$ cat config.mk
export PLATFORM = sky130hd
export DESIGN_NAME = fluxo_dados_contador_param
export DESIGN_NICKNAME = d
export VERILOG_FILES = /design/src/rtl/fluxo_dados_contador_param.sv
export SDC_FILE = /design/constraint.sdc
export NUM_CORES = 1
export LEC_CHECK = 0
export CELL_PAD_IN_SITES_DETAIL_PLACEMENT = 0
export CELL_PAD_IN_SITES_GLOBAL_PLACEMENT = 1
export CORE_MARGIN = 3
export CORE_UTILIZATION = 37
export CTS_BUF_LIST = sky130_fd_sc_hd__clkbuf_8 sky130_fd_sc_hd__clkbuf_16
export DETAILED_ROUTE_END_ITERATION = 7
export PLACE_DENSITY_LB_ADDON = 0.25
export SYNTH_ARGS = -nofsm -noshare
export SYNTH_HDL_FRONTEND = slang
export SYNTH_SLANG_ARGS = --single-unit
$ cat constraint.sdc
create_clock -name clock -period 3.3 [get_ports clock]
set_input_delay 0.66 -clock clock [delete_from_list [all_inputs] [get_ports clock]]
set_output_delay 0.66 -clock clock [all_outputs]
set_load 0.05 [all_outputs]
$ cat src/rtl/fluxo_dados_contador_param.sv
// Parametrised counter datapath: loadable modulo-M up/down counter, magnitude
// comparator against the switches, saturating match counter and hex display.

module hexa7seg (
    input  logic [3:0] hexa,
    output logic [6:0] display
);
    // Active-low segments, bit order gfedcba.
    always_comb begin
        display = 7'b1111111;
        case (hexa)
            4'h0: display = 7'b1000000;
            4'h1: display = 7'b1111001;
            4'h2: display = 7'b0100100;
            4'h3: display = 7'b0110000;
            4'h4: display = 7'b0011001;
            4'h5: display = 7'b0010010;
            4'h6: display = 7'b0000010;
            4'h7: display = 7'b1111000;
            4'h8: display = 7'b0000000;
            4'h9: display = 7'b0010000;
            4'hA: display = 7'b0001000;
            4'hB: display = 7'b0000011;
            4'hC: display = 7'b1000110;
            4'hD: display = 7'b0100001;
            4'hE: display = 7'b0000110;
            4'hF: display = 7'b0001110;
            default: display = 7'b1111111;
        endcase
    end
endmodule

module fluxo_dados_contador_param #(
    parameter int N      = 4,
    parameter int MODULO = 16
) (
    input  logic                         clock,
    input  logic                         zera,
    input  logic                         carrega,
    input  logic                         conta,
    input  logic                         direcao,
    input  logic                         satura,
    input  logic [N-1:0]                 chaves,
    output logic                         menor,
    output logic                         maior,
    output logic                         igual,
    output logic                         fim,
    output logic [N-1:0]                 db_acertos,
    output logic [7*((N+3)/4)-1:0]       db_contagem
);
    localparam int DIGITS = (N + 3) / 4;
    localparam logic [N-1:0] MAX_COUNT   = N'(MODULO - 1);
    localparam logic [N-1:0] ACERTOS_MAX = {N{1'b1}};

    if (N < 2 || N > 16 || MODULO < 2 || MODULO > (1 << N)) begin : g_bad_param
        $error("fluxo_dados_contador_param: illegal N/MODULO combination");
    end

    logic [N-1:0] count_q, count_d;
    logic [N-1:0] acertos_q, acertos_d;
    logic         igual_ant_q, igual_ant_d;

    always_comb begin
        menor = (count_q < chaves);
        maior = (count_q > chaves);
        igual = (count_q == chaves);
        fim   = direcao ? (count_q == MAX_COUNT) : (count_q == '0);
    end

    always_comb begin
        count_d     = count_q;
        acertos_d   = acertos_q;
        igual_ant_d = igual;

        if (zera) begin
            count_d     = '0;
            acertos_d   = '0;
            // Starting "already matched" keeps a match present at reset release uncounted.
            igual_ant_d = 1'b1;
        end else begin
            if (igual && !igual_ant_q && acertos_q != ACERTOS_MAX) begin
                acertos_d = acertos_q + N'(1);
            end

            if (carrega) begin
                count_d = (chaves > MAX_COUNT) ? MAX_COUNT : chaves;
            end else if (conta) begin
                if (direcao) begin
                    if (count_q != MAX_COUNT) begin
                        count_d = count_q + N'(1);
                    end else if (!satura) begin
                        count_d = '0;
                    end
                end else begin
                    if (count_q != '0) begin
                        count_d = count_q - N'(1);
                    end else if (!satura) begin
                        count_d = MAX_COUNT;
                    end
                end
            end
        end
    end

    always_ff @(posedge clock) begin
        if (zera) begin
            count_q     <= '0;
            acertos_q   <= '0;
            igual_ant_q <= 1'b1;
        end else begin
            count_q     <= count_d;
            acertos_q   <= acertos_d;
            igual_ant_q <= igual_ant_d;
        end
    end

    assign db_acertos = acertos_q;

    logic [4*DIGITS-1:0] count_ext;
    assign count_ext = (4*DIGITS)'(count_q);

    for (genvar k = 0; k < DIGITS; k++) begin : g_digit
        hexa7seg u_hex (
            .hexa    (count_ext[4*k +: 4]),
            .display (db_contagem[7*k +: 7])
        );
    end
endmodule
; ---- Yosys cells after proc, flatten, opt, wreduce, memory -nomap -nowiden
; Memories as Yosys holds them, arrays and structs flattened. A register that Yosys moved wholly into a read port is not among the register bits.
; Cells that the tools add are included.
[op_classes]
n_eq_ne = 6
n_addsub = 3
n_mux = 11
order_cmp = 3
n_reduce_logical = 7
[op_table]
columns = op, n
row1 = 4-bit 2-to-1 mux, 10
row2 = "4-bit by 1-bit adder with 4-bit output, second input constant", 2
row3 = "4-bit by 3-bit != test with 1-bit output, second input constant", 2
row4 = "4-bit != test, second input constant", 2
row5 = 4-bit == test, 1
row6 = "4-bit == test, second input constant", 1
row7 = 4-bit greater-than comparator, 1
row8 = "4-bit greater-than comparator, second input constant", 1
row9 = 4-bit zero test, 1
row10 = 4-bit < comparator, 1
row11 = 4-bit nonzero test, 1
row12 = "4-bit by 1-bit subtractor with 4-bit output, second input constant", 1
row13 = 3-bit AND reduction, 1
row14 = 1-bit logical AND, 2
row15 = 2-bit nonzero test, 1
row16 = 1-bit zero test, 1
row17 = 1-bit 2-to-1 mux, 1
[totals]
ff_bits = 9
romBits = 112
n_memories = 1
wordCells = 34
[mem_list]
columns = memory, words, word_bits, read_ports, rd_clocked_by_memory_dff, wr, line
row1 = (name not given), 16, 7, 1, 1, 0, 11  ; case (hexa)

; ---- Longest topological paths before layout
[logic_depth]
word_depth = 7
ltp_mapped = 12

; ---- Cells and area by module
; Synthesis repeated with hierarchy kept, for this count alone.
[unflattened]
hier_cells = 111
area_unflattened_um2 = 934.6
[modules_own_cells]
columns = module, seq_area_each_um2, area_each_um2, instances, cells_each
row1 = fluxo_dados_contador_param, 180.2, 686.9, 1, 76
row2 = hexa7seg, 0.0, 247.7, 1, 35

; ---- Worst setup path before layout
; Ideal clock, no wire load.
[synth_path]
path_kind = input-to-output
startpoint = in chaves[1]
endpoint = out maior
stages = 7
arrival_time_ps = 2584
path_slack_ps = 56
path_buffers = 0
cell_sequence = inv_1 > ha_1 > nor2b_1 > o21ai_0 > nand2b_1 > a21oi_1 > nor2_1
[synth_via]
elab_chain_cells = 1
[synth_rtl]
columns = element, line
row1 = from (decl), 43  ; input logic [N-1:0] chaves,
row2 = 4-bit greater-than comparator, 65  ; maior = (count_q > chaves);
row3 = to (decl), 45  ; output logic maior,
; No other way between the ends.

; ---- Worst setup path in the final report
; Same ends and word-level chain as after synthesis.

==> summary.txt <==
Outcome
  – Run status: completed

Detailed routing
  – Routed WL: approximately 2400 µm
  – Routed len/inst: approximately 13 µm
  – DR vias: roughly 930
  – Vias/cell: 5.24
  – Metal3 WL: 68 µm
  – Top Layer Used: met4
  – DRC: 0
  – Met2 wire length: approximately 1200 µm
  – Met1 wire length: 1120 µm
  – Iteration count of the initial detailed-routing pass: 4
  – Starting DRC count in detailed routing: 33
  – DRT antenna net count: 0

CTS
  – CTS Sinks: 16
  – Post-CTS Setup Repair Bufs: 0
  – Worst-skew pair later-pin latency: between 0.2 and 0.25 ns
  – Clock slew seen by the registers of the worst setup and hold paths: 0.06 ns
  – CTS root buffer: clkbuf_8
  – Post-CTS Hold Fix Bufs: 0
  – CTS tree: done
  – Clk buf depth: 2
  – CTS Buf Count: 3
  – CTS HTree Levels: 1
  – Post-CTS sizing: 0

STA
  – Min Tclk post-route: 3.04 ns
  – Fmax: between 0.3 and 0.4 GHz
  – Setup TNS: 0 ns
  – Final setup vio count: 0
  – Final Max Tran Viols: 0
  – Final critical-path share of the clock period: 0.920
  – RSZ-0062 raised after global routing: false
  – Fin. Hold Viols: 0
  – Worst Tran Pin Value: between 0.6 and 0.7 ns
  – Clk_skew: 0.000380 ns
  – Relative slew slack: 0.554

Synth
  – Number of synthesis warnings: 0
  – Yosys cell types: 45
  – Syn nets: about 140
  – Flops & latches, synth: 16
  – Sequential area share after synthesis: 0.285
  – Synth async-reset ratio: 0
  – Compound-Gate Fraction of Synth Area: 0.231
  – Simple logic cell fraction of the synthesized area: 0.182
  – Mux contribution to synthesized area: 0.0445
  – Post-synth EDFFs: 0
  – Synth Area in XOR/XNOR: 0.0389
  – Top FF cell, synth: dfxtp_1
  – Largest family of logic cells by synthesized area: compound AO/OA/AOI/OAI gates
  – Synth Area in Adders: 0.145
  – Cells after Synth: between 100 and 150
  – Synthesized area per cell: roughly 9.5 µm²
  – Syn Std Cell Area: between 0.001 and 0.0015 mm²

Critical path
  – WP data required: approximately 2.6 ns
  – FF-to-FF setup slack: approximately 0.53 ns
  – WP buf/inv: 3
  – Startpoint Class: input pin
  – Critical path data arrival time: 2.38 ns
  – Top delay family on crit path: buffers and inverters
  – CP max FO: 2
  – Worst R2R Start: count_ext[0]
  – R2R depth: 12
  – Crit. End Element: primary output
  – Crit Path Class: input pin to primary output
  – Crit-path cells: clkdlybuf4s50_1 -> inv_1 -> ha_1 -> nor2b_1 -> o21ai_0 -> nand2b_1 -> a21oi_1 -> nor2_1 -> buf_4
  – Slowest Stage Delay on Critical Path: 0.49 ns
  – Worst reg2reg endpoint: g_digit[0].u_hex.display[3]
  – Highest-delay cell along the critical path: clkdlybuf4s50_1

Layout
  – Filler instances: 261
  – Post-route cell area: 0.00148 mm²
  – Share of cells above drive strength 1: 0.190
  – Most frequent cells in the layout: clkdlybuf4s50_1, dfxtp_1, ha_1, inv_1, nor2_1
  – Area Growth Syn to Fin: 31.5%
  – Register area: about 320 µm²
  – Multi-input logic area: about 720 µm²
  – Fin nets: 171
  – ANT cells: 0
  – Commonest non-fill, non-tap cell in the layout: clkdlybuf4s50_1

Global routing
  – Vias in the first global route: between 900 and 1,000
  – Remaining global-route overflow: 0
  – Initial antenna violation count: 0
  – Total GRT Usage: 0.141
  – Largest net degree at the start of global routing: 15
  – First-pass GRT wire length: around 4000 µm

Place
  – DP Area: roughly 0.0014 mm²
  – Hpwl dp: 1900 µm
  – Final RePlAce weighted congestion: approximately 0.8
  – PortBufs: 24

Power and ir drop
  – Peak supply drop: 365 µV
  – Leakage: approximately 0.00062 µW
  – Pwr Total: 694 µW
  – Pwr per Cell Area: roughly 470 mW/mm²

Floorplanning
  – Initial core utilization: 0.398
  – DIE AREA: about 0.0037 mm²
  – Core Rows: 19
  – Num ports: 25
  – Core box area: ~0.0028 mm²
  – Die X: about 60 µm
  – Die Span Y: 61.1 µm

Min path
  – Worst min-delay path endpoint: db_acertos[3]
  – Hold path cells: 2
  – Hold path startpoint: db_acertos[3]
  – Worst hold path type: flop to flop

Job
  – Maximum Capacitance Violations: 0
## metrics by stage
stage / std cells / utilization / hold WS, ns / worst slack [ns]
floorplan: 119 / - / 0.533 / 0.0556
global placement: 174 / 0.503 / 0.529 / 0.103
detailed placement: 174 / 0.503 / 0.534 / 0.0469
CTS: 178 / 0.523 / 0.556 / 0.256
global route: 178 / 0.523 / 0.590 / 0.113
finish: 178 / 0.523 / 0.546 / 0.263
## how the worst max path moves through the flow
stage	from	slack (ns)	cells past startpoint	to
after floorplan	chaves[1]	0.06	7	maior
after global placement	direcao	0.10	11	g_digit[0].u_hex.display[3]
after detailed placement	direcao	0.05	11	g_digit[0].u_hex.display[3]
after CTS	chaves[1]	0.26	9	maior
after global routing	direcao	0.11	11	g_digit[0].u_hex.display[3]
final	chaves[1]	0.26	9	maior
## Yosys cell counts (2+ instances only)
master / n / area (µm²)
a211oi_1: 3 / 22.5
o21ai_0: 4 / 20.0
a21oi_2: 2 / 17.5
nand2b_1: 3 / 18.8
nand2_1: 6 / 22.5
nor3_1: 2 / 10.0
mux2i_1: 5 / 50.1
xnor2_1: 2 / 17.5
a21oi_1: 6 / 30.0
dfxtp_1: 16 / 320
buf_6: 2 / 22.5
nand4_1: 2 / 12.5
o22ai_1: 2 / 12.5
xor2_1: 3 / 26.3
a22o_1: 2 / 17.5
nor2_1: 8 / 30.0
ha_1: 13 / 163
inv_1: 11 / 41.3
## worst min-delay path: cells and delay by family (launching register included)
family        cells  cell delay, ns
flops             1            0.36
xor+xnor          1            0.08
simple gates      1            0.07
## logic make-up after synthesis
| logic type | after synthesis |
|---|---|
| buffers and inverters | 16 |
| DFF | 16 |
| muxes | 5 |
| adders and majority gates | 13 |
| and+or+nand+nor | 33 |
| AOI/OAI and AO/OA | 31 |
| xor gates and xnor gates | 5 |
## registers in the layout (all words and copies together), names as in the netlist
register               cells
g_digit.u_hex.display      7
count_ext                  4
db_acertos                 4
igual_ant_q                1
## routing by layer
metal | GRT usage | up-vias
met5 | 0 | -
met4 | 0.0464 | 0
met3 | 0.0356 | 4
met2 | 0.239 | 13
met1 | 0.174 | 433
li1 | - | 482
## cell type report
cell class                      count  area share
Multi-Input combinational cell     87       0.488
Timing Repair Buffer               28       0.201
Inverter                           12      0.0305
Tap cell                           31      0.0262
Clock buffer                        4      0.0372
Sequential cell                    16       0.217
## where the power goes
group | internal [µW] | leakage (µW) | switching (µW)
logic | 118 | 0.000458 | 173
clock network | 106 | 0.0000288 | 65.3
registers | 216 | 0.000132 | 16.2
total | 440 | 0.000619 | 254
Power figures use the tool's default switching activity.
